`config.mk`:
```
export PLATFORM = sky130hd
export DESIGN_NAME = pattern_bist_ctrl
export DESIGN_NICKNAME = d
export VERILOG_FILES = /design/src/rtl/pattern_bist_ctrl.sv
export SDC_FILE = /design/constraint.sdc
export NUM_CORES = 1
export LEC_CHECK = 0
export CORE_MARGIN = 10
export CORE_UTILIZATION = 40
export CTS_BUF_LIST = sky130_fd_sc_hd__clkbuf_8
export CTS_CLUSTER_SIZE = 16
export DETAILED_ROUTE_END_ITERATION = 10
export SETUP_SLACK_MARGIN = 0.2
export SYNTH_ARGS = -nofsm -noshare
export SYNTH_HDL_FRONTEND = slang
export SYNTH_SLANG_ARGS = --single-unit
```
`constraint.sdc`:
```
create_clock -name blif_clk_net -period 4.4 [get_ports blif_clk_net]
set_input_delay 0.66 -clock blif_clk_net [delete_from_list [all_inputs] [get_ports blif_clk_net]]
set_output_delay 0.66 -clock blif_clk_net [all_outputs]
set_load 0.005 [all_outputs]
```
`src/rtl/pattern_bist_ctrl.sv`:
```
// BIST sequencer for a merged pattern block: resets it, drives LFSR vectors,
// compacts the responses into a 16-bit MISR and compares against a golden signature.
//
// state    | meaning
// S_IDLE   | waiting for start, block under test released
// S_RST    | 2-cycle reset pulse to the block under test
// S_RUN    | one LFSR vector per cycle, num_vec cycles
// S_DRAIN  | LAT cycles to let the last responses reach the MISR
// S_DONE   | one-cycle done pulse, pass result registered
module pattern_bist_ctrl #(
  parameter int              IN_W  = 15,
  parameter int              OUT_W = 9,
  parameter int              CNT_W = 16,
  parameter int              LAT   = 1,
  parameter logic [IN_W-1:0] SEED  = IN_W'(1)
) (
  input  logic             blif_clk_net,
  input  logic             blif_reset_net,
  input  logic             start,
  input  logic             abort,
  input  logic [CNT_W-1:0] num_vec,
  input  logic [15:0]      golden_sig,
  input  logic [OUT_W-1:0] dut_out,
  output logic [IN_W-1:0]  dut_in,
  output logic             dut_rst_n,
  output logic             busy,
  output logic             done,
  output logic             pass,
  output logic [15:0]      signature
);

  typedef enum logic [2:0] {S_IDLE, S_RST, S_RUN, S_DRAIN, S_DONE} state_t;

  localparam logic [IN_W-1:0] SEED_EFF = (SEED == '0) ? IN_W'(1) : SEED;
  localparam int              TMR_W    = $clog2(LAT + 2);

  state_t           state;
  logic [IN_W-1:0]  lfsr;
  logic [CNT_W-1:0] cnt;
  logic [TMR_W-1:0] tmr;
  logic [LAT-1:0]   cap_sr;
  logic [15:0]      misr;

  logic [IN_W-1:0]  lfsr_nxt;
  logic [15:0]      misr_nxt;
  logic             vec_valid;
  logic             cap_en;
  logic             abort_ok;

  always_comb begin
    lfsr_nxt  = {lfsr[IN_W-2:0], lfsr[IN_W-1] ^ lfsr[IN_W-2]};
    vec_valid = (state == S_RUN);
    cap_en    = cap_sr[LAT-1];
    abort_ok  = abort && ((state == S_RST) || (state == S_RUN) || (state == S_DRAIN));
    misr_nxt  = misr;
    if (cap_en)
      misr_nxt = {misr[14:0], misr[15] ^ misr[13] ^ misr[12] ^ misr[10]} ^ 16'(dut_out);
  end

  assign signature = misr;

  always_ff @(posedge blif_clk_net or negedge blif_reset_net) begin
    if (!blif_reset_net) begin
      state     <= S_IDLE;
      lfsr      <= SEED_EFF;
      cnt       <= '0;
      tmr       <= '0;
      cap_sr    <= '0;
      misr      <= '0;
      dut_in    <= '0;
      dut_rst_n <= 1'b1;
      busy      <= 1'b0;
      done      <= 1'b0;
      pass      <= 1'b0;
    end else begin
      cap_sr <= (cap_sr << 1) | LAT'(vec_valid);
      misr   <= misr_nxt;
      done   <= 1'b0;
      if (abort_ok) begin
        // Freeze the partial signature: drop responses still in flight.
        state     <= S_IDLE;
        cap_sr    <= '0;
        misr      <= misr;
        dut_in    <= '0;
        dut_rst_n <= 1'b1;
        busy      <= 1'b0;
      end else begin
        case (state)
          S_IDLE: begin
            if (start) begin
              state     <= S_RST;
              cnt       <= num_vec;
              tmr       <= TMR_W'(1);
              misr      <= '0;
              pass      <= 1'b0;
              lfsr      <= SEED_EFF;
              busy      <= 1'b1;
              dut_rst_n <= 1'b0;
              dut_in    <= '0;
            end
          end
          S_RST: begin
            if (tmr == '0) begin
              dut_rst_n <= 1'b1;
              if (cnt == '0) begin
                state <= S_DONE;
                done  <= 1'b1;
                pass  <= (misr_nxt == golden_sig);
              end else begin
                state  <= S_RUN;
                dut_in <= lfsr;
                lfsr   <= lfsr_nxt;
              end
            end else begin
              tmr <= tmr - 1'b1;
            end
          end
          S_RUN: begin
            cnt  <= cnt - 1'b1;
            lfsr <= lfsr_nxt;
            if (cnt == CNT_W'(1)) begin
              state  <= S_DRAIN;
              dut_in <= '0;
              tmr    <= TMR_W'(LAT - 1);
            end else begin
              dut_in <= lfsr;
            end
          end
          S_DRAIN: begin
            // The final capture lands on this edge, so compare the next MISR value.
            if (tmr == '0) begin
              state <= S_DONE;
              done  <= 1'b1;
              pass  <= (misr_nxt == golden_sig);
            end else begin
              tmr <= tmr - 1'b1;
            end
          end
          S_DONE: begin
            state <= S_IDLE;
            busy  <= 1'b0;
          end
          default: state <= S_IDLE;
        endcase
      end
    end
  end

endmodule

```
; Word-level counts from Yosys, hierarchy flattened
; Index checks and enable logic that the tools add are counted.
[op_classes]
n_addsub = 2
eq_ne = 18
muxes = 43
mul = 0
n_reduce_logical = 22
order_cmp = 0
bitwise_logic = 6
n_shift = 0
div = 0
[op_table]
columns = op, n
row1 = $mux 15, 8
row2 = $pmux 15 s3, 2
row3 = $mux 16, 4
row4 = $pmux 16 s2, 1
row5 = $mux 3, 6
row6 = $eq 16x1->1 const B, 1
row7 = $eq 16x16->1, 1
row8 = $logic_not 16->1, 1
row9 = $sub 16x1->16 const B, 1
row10 = $xor 16x9->16, 1
row11 = $reduce_bool 3->1, 5
row12 = $mux 1, 13
row13 = $pmux 3 s4, 1
row14 = $reduce_and 5->1, 2
row15 = $ne 2x1->1 const B, 4
row16 = $reduce_and 4->1, 2
row17 = $eq 3x2->1 const B, 2
row18 = $mux 2, 3
row19 = $ne 2x2->1 const B, 3
row20 = $ne 3x2->1 const B, 2
row21 = $ne 3x3->1 const B, 2
row22 = $pmux 1 s2, 3
row23 = $pmux 2 s3, 1
row24 = $reduce_and 3->1, 2
row25 = 16 further kinds, 20
[totals]
out_inout_bits = 35
reg_bits = 72
mem_bits_rw = 0
n_memories = 0
romBits = 0
in_bits = 45
latchBits = 0
elab_cells = 102

; Longest topological paths before layout
; Gate-level depths: netlist of the first run.
[depth]
ltp_word = 9
ltp_mapped = 9
depth_no_buf = 7

; Worst setup path before layout of the first run
; OpenSTA, ideal clock, no wires.
[synth_path]
kind = input port to flip-flop
startpoint = input port dut_out[4]
endpoint = register pass
t_required_ps = 4308
setup_time_ps = 92
stages = 5
arrival_time_ps = 2013
slack_ps = 2295
path_cell_list = xor3_4 -> a311o_1 -> nor4_1 -> o2111ai_1 -> o31ai_2
[synth_via]
elab_chain_cells = 6
elab_cells_between_ends = 7
[synth_lines]
columns = item, line
row1 = start: declaration, 23  ; input logic [OUT_W-1:0] dut_out,
row2 = $xor 16x9->16 *, 57  ; misr_nxt = {misr[14:0], misr[15] ^ misr[13] ^ misr[12] ^ misr[10]} ^ 16'(dut_out);
row3 = $mux 16 *, 56  ; if (cap_en)
row4 = $eq 16x16->1 *, "108, 134"
row5 = $mux 1, 105  ; if (cnt == '0) begin
row6 = $mux 1, 103  ; if (tmr == '0) begin
row7 = $pmux 1 s3 *, 88  ; case (state)
row8 = end signal: assignment, 108  ; pass <= (misr_nxt == golden_sig);
row9 = end signal: assignment, 134  ; pass <= (misr_nxt == golden_sig);
row10 = end: declaration, 28  ; output logic pass,
; Mark *: on every way between the ends. The rest lies on a longest branch, timed or not. The select of a mux whose other input is x is not followed.
; A chain may end at the register's enable or synchronous reset.

; Worst setup path in the final report of the first run
[layout_path]
startpoint = register cnt[0]
endpoint = register dut_in[0]
[layout_via]
elab_chain_cells = 4
elab_cells_between_ends = 7
[layout_lines]
columns = item, line
row1 = start: declaration, 39  ; logic [CNT_W-1:0] cnt;
row2 = start signal: assignment, 92  ; cnt <= num_vec;
row3 = start signal: assignment, 119  ; cnt <= cnt - 1'b1;
row4 = $eq 16x1->1, 121  ; if (cnt == CNT_W'(1)) begin
row5 = $mux 15, 121
row6 = $pmux 15 s3, 88
row7 = $mux 15, 79  ; if (abort_ok) begin
row8 = end signal: assignment, 111  ; dut_in <= lfsr;
row9 = end signal: assignment, 126  ; dut_in <= lfsr;
row10 = end: declaration, 24  ; output logic [IN_W-1:0] dut_in,
; Several ways; a longest one is shown, not always the timed one.

==> impl_metrics.yaml, run 1 <==
layout:
  fillers: 924
  antennaDiodeCount: 0
  drive_above_1_share_pct: 6.794
  final_nets: 515
  area_delta_synth_final_pct: 27.42
  final_cells: 604
logic_synthesis:
  yosysTopAreaCellShare_pct: 44.03
  synthCells: 393
  yosys_warnings: 0
  synth.distinct_cells: 61
  ys_ff_latch: 72
  yosysTopAreaCell: "dfrtp_1"
  async_reset_ff_share_pct: 100.0
  syn-num-nets: 442
  synth_area_leaders: "dfrtp_1, a22o_1, xnor2_1"
  syn-cell-area_mm2: 0.003979
  synth_seq_area_share_pct: 45.35
  synth_edf_count: 0
  avgSynthCellArea_um2: 10.12
  synthFlopType: "dfrtp_1"
clock_tree:
  clk_latency_ns: 0.34
  post_cts_buffers: 0
  cts_resized: 0
  root_buffer: "clkbuf_8"
  h-tree-depth: 3
  cts.sinks: 72
  cts_tree: "built"
  path_clk_slew_ns: 0.08
  cts_hold_repair.buffers: 0
  cts_inserted_buffers: 9
  clock_path_buffers: 2
floorplanning:
  die_area_mm2: 0.01434
  ios: 80
  fp-row-count: 36
  die_y_um: 119.7
  fp.dieW_um: 119.7
  core_mm2: 0.009729
  start_util_pct: 40.90
setup_path:
  ff2ff_setup_slack_ns: 1.78
  cp-start-kind: "register"
  crit_path_max_fanout: 15
  crit_slowest_cell: "o21ai_1"
  crit_path_end_kind: "register"
  path_cells: "inv_1 > ha_1 > nor4b_1 > a41oi_1 > o21ai_1 > a22o_1"
  timing.rr.end: "dut_in[0]"
  crit_arrival_ns: 2.90
  r2r_start: "cnt[0]"
  crit_family: "compound AO/OA/AOI/OAI gates"
  ff2ff_path_depth: 6
  critPathBufInv: 1
  slowest_delay_ns: 0.94
  worst_ep_required_time_ns: 4.68
  critPathKind: "register to register"
detailed_routing:
  route.detailed.drc: 0
  wirelength_um: 10220
  dr.pass1.iters: 5
  drt-initial-drc-count: 231
  vias: 3235
  ant_nets: 0
  wl_per_cell_um: 16.92
  viasPerCell: 5.356
global_routing:
  grt_antenna_before_repair: 0
  grt_pass1_vias: 3367
  grt_pass1_wl_um: 17040
  overflow: 0
  grt_max_degree: 46
  grt_usage_pct: 14.29
sta:
  rsz0062_at_grt: "no"
  max_freq_mhz: 381.5
  max_slew.worst_pin.slew_ns: 1.250
  hold_ws_ns: 0.4892
  finalHoldViolCount: 0
  fin_crit_sh_pct: 59.57
  fin_setup_tns_ns: 0
  min_period_ns: 2.621
  finalMaxSlewViolations: 0
  setup_violations: 0
  skew_ns: 0.01072
  slew_headroom_pct: 16.11
place:
  routabilityCongestion: 0.8327
  dp.cells: 588
  port_buffers: 79
  hpwlAfterDp_um: 7489
flow_run:
  maxCapViolations: 0
run_status:
  status: "complete, no violations"
power:
  ir_worst_vdd_uv: 262.0
  p_leak_uw: 0.002086
  p_per_area_mw_per_mm2: 499.9
hold_path:
  hp-class: "input pin to asynchronous set/reset pin"
==> area by class of cell <==
type	instances	area, um^2	share of cell area (%)
Inverter	18	67.56	1.333
Timing Repair Buffer	83	815.8	16.09
Clock buffer	9	123.9	2.443
Multi-Input combinational cell	282	2019	39.83
Clock inverter	7	72.57	1.431
Tap cell	133	166.4	3.282
Sequential cell	72	1804	35.59
==> cell families after synthesis <==
| kind of cell | after synthesis | share of synthesized area (%) |
|---|---|---|
| adder cells (fa/ha/maj) | 4 | 1.258 |
| flip-flops | 72 | 45.35 |
| multiplexers | 21 | 5.566 |
| buffers and inverters | 39 | 4.056 |
| XOR/XNOR | 40 | 10.35 |
| AO/OA/AOI/OAI | 118 | 20.35 |
| AND/OR/NAND/NOR | 99 | 13.08 |
==> worst register-to-register path: stages (launching register included) <==
cell and delay, ns:
dfrtp_1 0.42, inv_1 0.14, ha_1 0.26, nor4b_1 0.26, a41oi_1 0.26, o21ai_1 0.94, a22o_1 0.28
==> metal layers <==
| layer | part of all wire (%) | vias up | global-route usage (%) |
|---|---|---|---|
| met3 | 5.3 | 10 | 3.282 |
| met4 | 1.2 | 0 | 4.827 |
| met5 | 0 | - | 0 |
| met1 | 46 | 1572 | 18.79 |
| met2 | 48 | 66 | 22.66 |
| li1 | - | 1587 | - |
==> sequential cells by signal (all words and copies together) (netlist names), 2 cells and up <==
signal,flops
lfsr,15
signature,16
state,3
cnt,16
dut_in,15
tmr,2
==> cell usage after synthesis (4+ instances only) <==
| library cell | count |
|---|---|
| clkbuf_1 | 12 |
| nor4_1 | 4 |
| nand2b_1 | 6 |
| a22o_1 | 31 |
| o21ai_1 | 18 |
| nor3_1 | 14 |
| a21oi_1 | 28 |
| nand2_1 | 22 |
| mux2_1 | 8 |
| xnor2_1 | 21 |
| mux2i_1 | 12 |
| inv_1 | 16 |
| dfrtp_1 | 70 |
| nor4b_1 | 4 |
| nand3_1 | 8 |
| o22ai_1 | 8 |
| xor2_1 | 15 |
| ha_1 | 4 |
| o21ai_0 | 8 |
| nor2_1 | 26 |
| buf_2 | 6 |
==> worst max-delay path by stage <==
stage                       to  startpoint  slack [ns]  cells past startpoint
floorplan                 pass  dut_out[4]        2.30                      5
global route        dut_in[12]      cnt[0]        1.52                      6
finish               dut_in[0]      cnt[0]        1.78                      6
global placement       lfsr[2]       abort        1.51                      6
CTS                  dut_in[0]      cnt[0]        1.76                      6
detailed placement     lfsr[6]       abort        1.43                      6
==> placed cells by master, fill, tap and decap left out, types with 3 or more instances in the layout <==
cell / count
a21oi_1: 28
o21ai_1: 18
mux2_1: 8
nor2_1: 26
nor4b_1: 3
inv_1: 16
buf_4: 4
xnor2_1: 21
nand3_1: 8
clkbuf_8: 9
nor4_1: 4
o22ai_1: 8
clkdlybuf4s50_1: 78
dfrtp_1: 70
nor3_1: 14
nand2_1: 22
xor2_1: 15
ha_1: 4
o21ai_0: 8
nand2b_1: 6
mux2i_1: 12
a22o_1: 31
==> report_power, final <==
group | internal [uW] | switching, uW | total [uW] | leakage, uW
Clock | 262 | 259 | 521 | 0.0000952
Sequential | 818 | 217 | 1030 | 0.000946
Combinational | 446 | 532 | 978 | 0.00104
==> per-stage QoR <==
step | power, uW | utilization, % | area (um^2) | worst slack, ns
finish | 2534 | 52.11 | 5070 | 1.779
global route | 2724 | 52.11 | 5070 | 1.518
CTS | 2550 | 52.11 | 5070 | 1.760
detailed placement | 2023 | 50.09 | 4873 | 1.435
global placement | 2001 | 50.09 | 4873 | 1.509
floorplan | 1685 | - | 3979 | 2.295
No activity file was read; power rests on OpenSTA's default activity.
==> inputs of run 2 (changes only) <==
==> constraint.sdc (replaced) <==
create_clock -name blif_clk_net -period 2.5 [get_ports blif_clk_net]
set_input_delay 0.375 -clock blif_clk_net [delete_from_list [all_inputs] [get_ports blif_clk_net]]
set_output_delay 0.375 -clock blif_clk_net [all_outputs]
set_load 0.005 [all_outputs]
==> run 2 against run 1 <==
  * Non-clock buffer count rose by 12
  * Cell count rose by 2.0%
  * Via count rose by 1.4%
  * Clock skew rose by 0.0017 ns
  * Clock-buffer cell count did not move
  * Combinational power rose by 90%
  * Core utilization rose by 1.7 points
  * Die area did not move
  * Total power rose by 87%
==> impl_metrics.yaml, run 2 (synthesis gave the netlist of run 1 again) <==
place:
  port_buffers: 79
  routabilityCongestion: 0.8255
  hpwlAfterDp_um: 7654
power:
  p_leak_uw: 0.002174
  ir_worst_vdd_uv: 439.7
  p_per_area_mw_per_mm2: 903.6
setup_path:
  slowest_delay_ns: 0.47
  crit_path_max_fanout: 15
  worst_ep_required_time_ns: 2.74
  critPathKind: "register to register"
  path_cells: "inv_1 > ha_1 > nor4b_1 > a41oi_1 > o21ai_1 > buf_4 > a22o_1"
  crit_arrival_ns: 2.36
  crit_slowest_cell: "a41oi_1"
  crit_path_end_kind: "register"
  cp-start-kind: "register"
sta:
  finalHoldViolCount: 0
  max_freq_mhz: 470.4
  fin_setup_tns_ns: 0
  hold_ws_ns: 0.4118
  max_slew.worst_pin.slew_ns: 0.7889
  fin_crit_sh_pct: 85.03
  finalMaxSlewViolations: 0
  skew_ns: 0.01238
  rsz0062_at_grt: "no"
  slew_headroom_pct: 46.92
  setup_violations: 0
  min_period_ns: 2.126
global_routing:
  grt_max_degree: 38
  overflow: 0
  grt_pass1_vias: 3376
  grt_usage_pct: 14.75
  grt_pass1_wl_um: 17420
  grt_antenna_before_repair: 0
layout:
  drive_above_1_share_pct: 9.110
  multi_input_area_mm2: 0.002022
  fillers: 905
  seqCellArea_mm2: 0.001804
  final_nets: 527
  final_cell_mix: "clkdlybuf4s50_1, dfrtp_1, a22o_1"
  area_delta_synth_final_pct: 31.51
  final_common_cell: "clkdlybuf4s50_1"
  antennaDiodeCount: 0
clock_tree:
  path_clk_slew_ns: 0.09
  cts.sinks: 72
  post_cts_buffers: 0
  h-tree-depth: 3
  clock_path_buffers: 2
  root_buffer: "clkbuf_8"
  cts_inserted_buffers: 9
  cts_tree: "built"
  clk_latency_ns: 0.35
detailed_routing:
  dr.pass1.iters: 4
  ant_nets: 0
  vias: 3280
  drt-initial-drc-count: 179
  wirelength_um: 10380
  route.detailed.drc: 0
  wl_per_cell_um: 16.85
  viasPerCell: 5.325
run_status:
  status: "complete, no violations"
floorplanning:
  core_mm2: 0.009729
  fp-row-count: 36
  die_y_um: 119.7
  start_util_pct: 40.90
  fp.dieW_um: 119.7
  die_area_mm2: 0.01434
  ios: 80
hold_path:
  hp-class: "input pin to asynchronous set/reset pin"
flow_run:
  maxCapViolations: 0
run 2: worst paths after layout:
| path | from | end | slack (ns) | cells past startpoint |
|---|---|---|---|---|
| max reg2reg | cnt[0] | dut_in[7] | 0.37 | 7 |
| min in group blif_clk_net | lfsr[3] | dut_in[3] | 0.49 | 1 |
| max in group asynchronous | blif_reset_net | signature[9] | 1.45 | 3 |
| max | cnt[0] | dut_in[7] | 0.37 | 7 |
| min reg2reg | lfsr[3] | dut_in[3] | 0.49 | 1 |
| min | blif_reset_net | signature[4] | 0.41 | 2 |
run 2: per-stage QoR:
stage	cells	power (uW)	cell area [um^2]	utilization [%]	setup WS, ns
final	616	4728	5233	53.78	0.3742
after global routing	616	5094	5233	53.78	0.2323
after CTS	616	4768	5230	53.76	0.3020
after detailed placement	599	3680	4994	51.32	0.002709
after global placement	599	3638	4994	51.32	0.07143
after floorplan	393	2966	3979	-	0.4650
run 2: area by class of cell:
type	instances	area share [%]
inverter	18	1.291
tap	133	3.180
clock buffer	9	2.367
multi-input combinational	282	38.64
sequential	72	34.48
timing repair buffer	95	18.08
clock inverter	7	1.961
run 2: power by group:
part | total, uW | switching, uW | internal (uW)
Clock | 1070 | 495 | 574
Sequential | 1800 | 356 | 1440
Combinational | 1860 | 982 | 881
run 2: what timing repair did:
action,CTS,global route
resized for setup,0,1
setup endpoints to repair,0,16
hold endpoints to repair,6,0
hold buffers,1,0
run 2: critical path: cells and delay by family (launching register included):
| kind | cells | cell delay [ns] |
|---|---|---|
| AO/OA/AOI/OAI | 3 | 0.86 |
| flip-flops | 1 | 0.41 |
| buffers and inverters | 2 | 0.31 |
| adder cells (fa/ha/maj) | 1 | 0.26 |
| AND/OR/NAND/NOR | 1 | 0.16 |
run 2: routing by layer:
layer / up-vias / routed length [um] / GRT usage, %
li1: 1615 / - / -
met1: 1584 / 4725 / 19.44
met2: 74 / 4979 / 23.04
met3: 7 / 598 / 4.548
met4: 0 / 76 / 3.846
met5: - / 0 / 0
==> inputs of run 3 (changes only) <==
--- a/config.mk
+++ b/config.mk
@@ -5,6 +5,7 @@
 export SDC_FILE = /design/constraint.sdc
 export NUM_CORES = 1
 export LEC_CHECK = 0
+export CAP_MARGIN = 20
 export CORE_MARGIN = 10
 export CORE_UTILIZATION = 40
 export CTS_BUF_LIST = sky130_fd_sc_hd__clkbuf_8
==> run 3 against run 2 <==
  * Clock-buffer cell count is the same
  * Core utilization grew 0.090 points
  * Register-to-register slack is essentially flat
  * Routed wire length grew 0.66%
  * Maximum frequency shrank 0.24%
  * Combinational power is essentially flat
  * Total power grew 0.15%
  * Clock skew shrank 0.00054 ns
  * Critical endpoint unchanged
  * Sequential power is essentially flat
==> impl_metrics.yaml, run 3 (synthesis gave the netlist of run 1 again) <==
global_routing:
  overflow: 0
  grt_max_degree: 38
  grt_pass1_vias: 3376
  grt_usage_pct: 14.75
  grt_antenna_before_repair: 0
  grt_pass1_wl_um: 17420
sta:
  skew_ns: 0.01184
  max_slew.worst_pin.slew_ns: 0.7184
  min_period_ns: 2.131
  fin_setup_tns_ns: 0
  slew_headroom_pct: 51.66
  rsz0062_at_grt: "no"
  fin_crit_sh_pct: 85.24
  finalMaxSlewViolations: 0
  setup_violations: 0
  max_freq_mhz: 469.3
  finalHoldViolCount: 0
clock_tree:
  root_buffer: "clkbuf_8"
  cts_inserted_buffers: 9
  cts.sinks: 72
  cts_tree: "built"
  path_clk_slew_ns: 0.09
  h-tree-depth: 3
  clock_path_buffers: 2
  clk_latency_ns: 0.35
power:
  seq_power_share_pct: 37.9
  power_uw: 4735
  ir_worst_vdd_uv: 437.7
  p_leak_uw: 0.002181
  clkPwrFrac_pct: 22.7
  switchingPower_uw: 1837
  intPower_uw: 2898
  p_per_area_mw_per_mm2: 903.5
  comb_power_share_pct: 39.4
  p_sw_share_pct: 38.80
flow_run:
  maxCapViolations: 0
setup_path:
  cp-start-kind: "register"
  critPathKind: "register to register"
  crit_path_end_kind: "register"
  worst_ep_required_time_ns: 2.74
  ff2ff_setup_slack_ns: 0.37
  crit_arrival_ns: 2.37
  crit_path_max_fanout: 15
floorplanning:
  fp.dieW_um: 119.7
  die_area_mm2: 0.01434
  core_mm2: 0.009729
  start_util_pct: 40.90
  ios: 80
  die_y_um: 119.7
  fp-row-count: 36
layout:
  drive_above_1_share_pct: 9.091
  area_delta_synth_final_pct: 31.73
  antennaDiodeCount: 0
  fillers: 900
  postLayoutCoreUtil_pct: 53.87
  final_cell_mix: "clkdlybuf4s50_1, dfrtp_1, a22o_1"
  seqCellArea_mm2: 0.001804
  multi_input_area_mm2: 0.002019
  postLayoutCellArea_mm2: 0.005241
  final_common_cell: "clkdlybuf4s50_1"
  final_nets: 528
detailed_routing:
  drt-initial-drc-count: 205
  route.detailed.drc: 0
  wl_per_cell_um: 16.93
  viasPerCell: 5.345
  vias: 3298
  ant_nets: 0
  dr.pass1.iters: 5
  wirelength_um: 10450
place:
  port_buffers: 79
  routabilityCongestion: 0.8255
  postPlaceCellArea_mm2: 0.004994
  hpwlAfterDp_um: 7654
run_status:
  status: "complete, no violations"
hold_path:
  hp-class: "input pin to asynchronous set/reset pin"
## run 3: cell count changes in the layout (fill, tap and decap cells not counted)
cell    delta
nor2_1     +1
nor2_2     -1
buf_6      +1
## run 3: final timing paths
path,from,endpoint,cells past startpoint
min,blif_reset_net,signature[4],2
min in group blif_clk_net,lfsr[3],dut_in[3],1
max,cnt[0],dut_in[7],7
min reg2reg,lfsr[3],dut_in[3],1
max in group asynchronous,blif_reset_net,signature[9],3
max reg2reg,cnt[0],dut_in[7],7
## run 3: area by class of cell
type | count | share of cell area [%]
well taps | 133 | 3.175
multi-input cells | 282 | 38.53
repair buffers | 96 | 18.26
clock buffers | 9 | 2.363
flip-flops and latches | 72 | 34.42
clock inverters | 7 | 1.957
inverters | 18 | 1.289
## run 3: worst max-delay path: stages (launching register included)
cell and delay [ns]:
dfrtp_1 0.41, inv_1 0.10, ha_1 0.26, nor4b_1 0.16, a41oi_1 0.47, o21ai_1 0.16, buf_4 0.21, a22o_1 0.24
## run 3: power by group through the flow
stage          logic [uW]  registers, uW  clock network [uW]
2_1_floorplan        1270           1700                   0
3_3_place_gp         1830           1810                   0
3_5_place_dp         1870           1810                   0
4_1_cts              1870           1790                1100
5_1_grt              2080           1850                1170
6_report             1870           1800                1070
## run 3: what timing repair did
action / in CTS / in global routing
hold buffers: 1 / 0
gates resized for setup: 0 / 0
buffers inserted: 0 / 0
endpoints found under the hold margin: 6 / 0
## run 3: metrics by stage
| stage | hold slack (ns) | cells | setup WS, ns |
|---|---|---|---|
| after floorplan | 0.07941 | 393 | 0.4650 |
| after global placement | 0.2400 | 599 | 0.07143 |
| after detailed placement | 0.2369 | 599 | 0.002709 |
| after CTS | 0.4117 | 616 | 0.3020 |
| after global routing | 0.4102 | 617 | 0.2323 |
| final | 0.4076 | 617 | 0.3691 |
## run 3: metal layers
layer  vias to the layer above  wire length, um  track usage (%)
met3                         7              551            4.548
met4                         0               72            3.846
met5                         -                0                0
met1                      1602             4836            19.44
li1                       1612                -                -
met2                        77             4988            23.04
